`src/rtl/sti_pack_engine.sv`:
```
// Parallel-to-serial frame packer: a captured word becomes a 1..MAX_BYTES byte frame that is
// shifted out one bit per cycle, with each completed byte written to a pixel memory port.
module sti_pack_engine #(
    parameter int         DATA_W    = 16,
    parameter int         MAX_BYTES = 4,
    parameter int         ADDR_W    = 8,
    parameter logic [7:0] PAD_VALUE = 8'h00
) (
    input  logic              clk,
    input  logic              reset,
    input  logic              load,
    input  logic [DATA_W-1:0] pi_data,
    input  logic [1:0]        pi_length,
    input  logic              pi_fill,
    input  logic              pi_msb,
    input  logic              pi_low,
    input  logic              pi_end,
    output logic              ready,
    output logic              so_data,
    output logic              so_valid,
    output logic              pixel_wr,
    output logic [ADDR_W-1:0] pixel_addr,
    output logic [7:0]        pixel_dataout,
    output logic              pixel_finish,
    output logic              ovf
);

    localparam int                FRAME_W    = 8 * MAX_BYTES;
    localparam logic [5:0]        DATA_BITS  = 6'(DATA_W);
    localparam logic [5:0]        FRAME_BITS = 6'(FRAME_W);
    localparam logic [2:0]        MAX_N      = 3'(MAX_BYTES);
    localparam logic [ADDR_W-1:0] ADDR_LAST  = '1;
    localparam logic [ADDR_W-1:0] ADDR_ONE   = ADDR_W'(1);

    typedef enum logic [2:0] {
        IDLE,
        PREP,
        SHIFT,
        FILL,
        DONE
    } state_t;

    state_t              state_q, state_d;
    logic [DATA_W-1:0]   data_q, data_d;
    logic [2:0]          bytes_q, bytes_d;
    logic                fill_q, fill_d;
    logic                msb_q, msb_d;
    logic                low_q, low_d;
    logic                end_q, end_d;
    logic [FRAME_W-1:0]  sreg_q, sreg_d;
    logic [6:0]          byte_q, byte_d;
    logic [5:0]          bit_cnt_q, bit_cnt_d;
    logic                ready_q, ready_d;
    logic                so_data_q, so_data_d;
    logic                so_valid_q, so_valid_d;
    logic                wr_q, wr_d;
    logic [ADDR_W-1:0]   addr_q, addr_d;
    logic [7:0]          dout_q, dout_d;
    logic                finish_q, finish_d;
    logic                ovf_q, ovf_d;
    logic                wrote_q, wrote_d;

    logic [2:0]          req_n;
    logic [5:0]          frame_bits;
    logic [FRAME_W-1:0]  data_ext;
    logic [FRAME_W-1:0]  frame_v;
    logic [FRAME_W-1:0]  sreg_init;
    logic [FRAME_W-1:0]  sreg_src;
    logic                tx_bit;
    logic [7:0]          tx_byte;

    // Frame construction from the captured word and mode bits.
    always_comb begin
        req_n      = {1'b0, pi_length} + 3'd1;
        frame_bits = {bytes_q, 3'b000};
        data_ext   = FRAME_W'(data_q);
        if (frame_bits > DATA_BITS) begin
            frame_v = fill_q ? data_ext << (frame_bits - DATA_BITS) : data_ext;
        end else if (frame_bits < DATA_BITS) begin
            frame_v = low_q ? data_ext >> (DATA_BITS - frame_bits)
                            : data_ext & ({FRAME_W{1'b1}} >> (FRAME_BITS - frame_bits));
        end else begin
            frame_v = data_ext;
        end
        // MSB-first frames are left-aligned so each order always shifts out of one fixed end.
        sreg_init = msb_q ? frame_v << (FRAME_BITS - frame_bits) : frame_v;
    end

    always_comb begin
        // NOTE: every variable gets a default here so no path through the case infers a latch.
        state_d    = state_q;
        data_d     = data_q;
        bytes_d    = bytes_q;
        fill_d     = fill_q;
        msb_d      = msb_q;
        low_d      = low_q;
        end_d      = end_q;
        sreg_d     = sreg_q;
        byte_d     = byte_q;
        bit_cnt_d  = bit_cnt_q;
        addr_d     = addr_q;
        ovf_d      = ovf_q;
        wrote_d    = wrote_q;
        so_data_d  = 1'b0;
        so_valid_d = 1'b0;
        wr_d       = 1'b0;
        dout_d     = 8'h00;
        finish_d   = 1'b0;

        sreg_src = (state_q == PREP) ? sreg_init : sreg_q;
        tx_bit   = msb_q ? sreg_src[FRAME_W-1] : sreg_src[0];
        tx_byte  = {byte_q, tx_bit};

        case (state_q)
            IDLE: begin
                if (load) begin
                    data_d    = pi_data;
                    bytes_d   = (req_n > MAX_N) ? MAX_N : req_n;
                    fill_d    = pi_fill;
                    msb_d     = pi_msb;
                    low_d     = pi_low;
                    end_d     = pi_end;
                    bit_cnt_d = '0;
                    state_d   = PREP;
                end
            end
            PREP, SHIFT: begin
                if (state_q == SHIFT && bit_cnt_q == frame_bits) begin
                    state_d = end_q ? FILL : IDLE;
                end else begin
                    state_d    = SHIFT;
                    so_valid_d = 1'b1;
                    so_data_d  = tx_bit;
                    sreg_d     = msb_q ? sreg_src << 1 : sreg_src >> 1;
                    byte_d     = tx_byte[6:0];
                    bit_cnt_d  = bit_cnt_q + 6'd1;
                    if (bit_cnt_q[2:0] == 3'd7) begin
                        wr_d    = 1'b1;
                        dout_d  = tx_byte;
                        addr_d  = addr_q + ADDR_ONE;
                        wrote_d = 1'b1;
                        // The reset value of all-ones is a "nothing written yet" marker, not a wrap.
                        if (wrote_q && addr_q == ADDR_LAST) begin
                            ovf_d = 1'b1;
                        end
                    end
                end
            end
            FILL: begin
                if (addr_q == ADDR_LAST) begin
                    state_d  = DONE;
                    finish_d = 1'b1;
                end else begin
                    wr_d   = 1'b1;
                    dout_d = PAD_VALUE;
                    addr_d = addr_q + ADDR_ONE;
                end
            end
            DONE: begin
                finish_d = 1'b1;
            end
            default: begin
                state_d = IDLE;
            end
        endcase

        ready_d = (state_d == IDLE);
    end

    // NOTE: sequential state uses non-blocking assignments so every flop samples pre-edge values.
    always_ff @(posedge clk or posedge reset) begin
        if (reset) begin
            state_q    <= IDLE;
            data_q     <= '0;
            bytes_q    <= 3'd1;
            fill_q     <= 1'b0;
            msb_q      <= 1'b0;
            low_q      <= 1'b0;
            end_q      <= 1'b0;
            sreg_q     <= '0;
            byte_q     <= '0;
            bit_cnt_q  <= '0;
            ready_q    <= 1'b1;
            so_data_q  <= 1'b0;
            so_valid_q <= 1'b0;
            wr_q       <= 1'b0;
            addr_q     <= '1;
            dout_q     <= 8'h00;
            finish_q   <= 1'b0;
            ovf_q      <= 1'b0;
            wrote_q    <= 1'b0;
        end else begin
            state_q    <= state_d;
            data_q     <= data_d;
            bytes_q    <= bytes_d;
            fill_q     <= fill_d;
            msb_q      <= msb_d;
            low_q      <= low_d;
            end_q      <= end_d;
            sreg_q     <= sreg_d;
            byte_q     <= byte_d;
            bit_cnt_q  <= bit_cnt_d;
            ready_q    <= ready_d;
            so_data_q  <= so_data_d;
            so_valid_q <= so_valid_d;
            wr_q       <= wr_d;
            addr_q     <= addr_d;
            dout_q     <= dout_d;
            finish_q   <= finish_d;
            ovf_q      <= ovf_d;
            wrote_q    <= wrote_d;
        end
    end

    assign ready         = ready_q;
    assign so_data       = so_data_q;
    assign so_valid      = so_valid_q;
    assign pixel_wr      = wr_q;
    assign pixel_addr    = addr_q;
    assign pixel_dataout = dout_q;
    assign pixel_finish  = finish_q;
    assign ovf           = ovf_q;

endmodule

```
`config.mk`:
```
export PLATFORM = sky130hd
export DESIGN_NAME = sti_pack_engine
export DESIGN_NICKNAME = d
export VERILOG_FILES = /design/src/rtl/sti_pack_engine.sv
export SDC_FILE = /design/constraint.sdc
export NUM_CORES = 1
export LEC_CHECK = 0
export CAP_MARGIN = 20
export CELL_PAD_IN_SITES_DETAIL_PLACEMENT = 0
export CELL_PAD_IN_SITES_GLOBAL_PLACEMENT = 2
export CORE_UTILIZATION = 25
export CTS_CLUSTER_SIZE = 40
export DETAILED_ROUTE_END_ITERATION = 8
export PLACE_DENSITY = 0.67
export SLEW_MARGIN = 15
export SYNTH_ARGS = -nofsm -noshare
export SYNTH_HDL_FRONTEND = slang
export SYNTH_SLANG_ARGS = --single-unit
```
`constraint.sdc`:
```
create_clock -name clk -period 3.5 [get_ports clk]
set_input_delay 0.7 -clock clk [delete_from_list [all_inputs] [get_ports clk]]
set_output_delay 0.7 -clock clk [all_outputs]
set_load 0.05 [all_outputs]
```
==> impl_metrics.ini <==
[synthesis]
netlist_top_cells_area = dfrtp_1 (34%), nand2_1 (5.0%), dfstp_2 (4.3%)
syn_inst = 701
synth-edff-count = 0
ys_ff_latch = 94
synth-seq-area-share_pct = 38.3
async_reset_ff_share_pct = 100
synth_top_area_share_pct = 34.1
synth_area_mm2 = 0.00617
synth_fp_nets = 736
synth_warnings = 0
synth_cell_type_count = 80
synth_top_area_cell = dfrtp_1
syn_avg_cell_area_um2 = 8.80
synthFlopType = dfrtp_1

[power]
finalPower_w = 0.00831
ir_drop_mv = 0.545
leakagePower_nw = 2.88
power_per_cell_area_mw_per_mm2 = 1140

[layout]
fin_area_mm2 = 0.00731
antennaDiodeCount = 0
final_util_pct = 30.1
finalNetCount = 761
drive_gt1_share_pct = 12.4
fillCellCount = 2595
syn2layout_area_growth_pct = 18.5

[outcome]
outcome = finished, final reports clean

[die]
rows = 57
initial_utilization_pct = 25.4
die_h_um = 159
pin_count = 47
core_area_mm2 = 0.0242
dieArea_mm2 = 0.0253
die_w_um = 159

[placement]
post-dp-hpwl_um = 17900
dp_slack_ns = 0.178
dpl_cell_area_mm2 = 0.00701
portBuffers = 46
gp_congestion = 0.928

[route]
drt_iter0_drc = 615
ant_nets = 0
drc_errors = 0
vias = 5924
viasPerCell = 5.62
drt_wl_total_um = 24400
wl_per_cell_um = 23.1
firstDrtPassIters = 7

[global_route]
grt_max_degree = 50
grt_pass1_wl_um = 37200
grt_pass1_vias = 5763
antenna_found_initial = 0
grtUsageTotal_pct = 19.5
grt-ovfl-total = 0

[sta]
setup_violations = 0
setup_tns_ns = 0
skew_ns = 0.00978
report.final.slew_viol_count = 0
min_period_over_period_pct = 91.1
maxSlewHeadroom_pct = 50.2
fmax_ghz = 0.314
tightestPinTransition_ns = 0.747
min_period_ns = 3.19
setup_ws_ns = 0.313
grt_setup_unrepaired = false
finalHoldViolCount = 0

[setup_path]
cp_num_buf_inv = 2
rrSetupSlack_ns = 0.31
cpMostUsedCell = o311ai_0
path_depth = 9
startpoint = bytes_q[0]$_DFFE_PP1P_
crit_chain = inv_1 -> buf_4 -> ha_1 -> nand2b_1 -> a21oi_1 -> o21ai_1 -> nor2_1 -> o311ai_0 -> o311ai_0
endpoint = sreg_q[14]$_DFFE_PP0P_
path_class = register to register
cp.required_ns = 3.69
r2r_end = sreg_q[14]$_DFFE_PP0P_
crit_family = compound AO/OA/AOI/OAI gates
worstPathArrival_ns = 3.38
r2r_start = bytes_q[0]$_DFFE_PP1P_
crit_path_max_fanout = 11
worstRegToRegCells = 9
startpoint_type = register
crit_slowest_cell = o311ai_0
cpPeakStageDelay_ns = 0.54
endpoint_kind = register

[clock_tree]
cts_tree = yes
clockBufferDepth = 2
insertion_delay_ns = 0.37
cts_hold_buf = 0
clock-root-buffer = clkbuf_16
htreeDepth = 3
post_cts_buffers = 0
clock_sinks = 94
cts.clk_slew.worst_paths_ns = 0.08
numCtsBuffers = 9
cts_resized = 0

[hold_path]
hold_start = wrote_q$_DFFE_PP0P_
hold_path.class = register to register

[run]
max_cap_viol_count = 0
cell usage after synthesis, types with 6 or more instances:
| cell | n |
|---|---|
| dfrtp_1 | 84 |
| nand2_1 | 82 |
| nor2_1 | 55 |
| a21oi_1 | 39 |
| o21ai_0 | 35 |
| clkbuf_1 | 23 |
| buf_2 | 21 |
| mux2_2 | 18 |
| nand2b_1 | 17 |
| nand3_1 | 17 |
| o211ai_1 | 17 |
| a31oi_1 | 16 |
| and3_1 | 16 |
| nor3_1 | 16 |
| inv_1 | 13 |
| nand4_1 | 12 |
| o31ai_1 | 12 |
| mux2i_1 | 11 |
| a211oi_1 | 10 |
| dfstp_2 | 10 |
| ha_1 | 10 |
| o22ai_1 | 9 |
| a22o_1 | 8 |
| buf_1 | 8 |
| a22oi_1 | 7 |
| xnor2_1 | 7 |
| xor2_1 | 7 |
| a21o_1 | 6 |
| a221oi_1 | 6 |
where the power goes:
part / switching, W / internal (W)
Clock: 0.000533 / 0.000503
Combinational: 0.00338 / 0.00170
Sequential: 0.000628 / 0.00156
area by class of cell:
| cell class | instances | area, um^2 | share of cell area [%] |
|---|---|---|---|
| clock buffer | 9 | 225 | 3.08 |
| multi-input combinational | 535 | 3500 | 47.8 |
| timing repair buffer | 72 | 693 | 9.48 |
| tap | 324 | 405 | 5.55 |
| clock inverter | 7 | 68.8 | 0.941 |
| sequential | 94 | 2360 | 32.4 |
| inverter | 14 | 55.1 | 0.753 |
layout by cell type (no fill, tap or decap), drive strengths merged, types with 5 or more instances in the layout:
cell	n
a21oi	39
a22oi	7
inv	17
xnor2	7
o32ai	5
dfrtp	84
o311ai	5
a211oi	10
nor4	6
and3	16
clkdlybuf4s50	46
nor2b	5
nand3	19
buf	26
a31oi	16
dfstp	10
xor2	9
mux2	18
ha	10
mux2i	11
a22o	8
nor2	56
o22ai	9
nand2b	17
nand2	82
clkbuf	9
o21ai	37
a21o	6
nand4	12
a221oi	6
o221ai	5
nor3	19
o211ai	17
o31ai	12
a32oi	5
o2111ai	5
kinds of logic (layout without fill, tap and decap cells):
| kind of cell | count (synthesis) | after routing | share of synthesized area, % |
|---|---|---|---|
| simple gates | 261 | 261 | 22.0 |
| compound gates | 219 | 219 | 24.5 |
| flops | 94 | 94 | 38.3 |
| buf+inv | 72 | 102 | 5.19 |
| mux | 29 | 29 | 5.07 |
| xor+xnor | 16 | 16 | 2.88 |
| fa+ha+maj | 10 | 10 | 2.03 |
worst min-delay path by stage:
stage,end,slack (ns),depth (start not counted)
final,wrote_q$_DFFE_PP0P_,0.46,1
after global routing,wrote_q$_DFFE_PP0P_,0.50,1
after CTS,wrote_q$_DFFE_PP0P_,0.47,1
after detailed placement,wrote_q$_DFFE_PP0P_,0.45,1
after global placement,wrote_q$_DFFE_PP0P_,0.44,1
after floorplan,wrote_q$_DFFE_PP0P_,0.43,1
through the flow:
step | hold WS [ns] | std cells
final | 0.465 | 1055
after global routing | 0.502 | 1055
after CTS | 0.467 | 1054
after detailed placement | 0.448 | 1038
after global placement | 0.440 | 1038
after floorplan | 0.428 | 701
state kept, by name, summed over array words and instances (netlist names):
register / cells
data_q: 16
sreg_q: 32
pixel_addr: 8
bit_cnt_q: 6
so_data: 1
byte_q: 7
bytes_q: 3
pixel_dataout: 8
msb_q: 1
pixel_finish: 1
so_valid: 1
state_q: 3
pixel_wr: 1
end_q: 1
low_q: 1
wrote_q: 1
ovf: 1
ready: 1
fill_q: 1
per-layer routing:
layer	track usage (%)	routed length (um)	vias to the layer above
met5	0	0	-
met4	8.96	931	0
met3	2.14	1220	48
met2	30.1	11000	241
met1	27.2	11200	2970
li1	-	-	2665
Note: power is estimated with default switching activity, not from simulation.
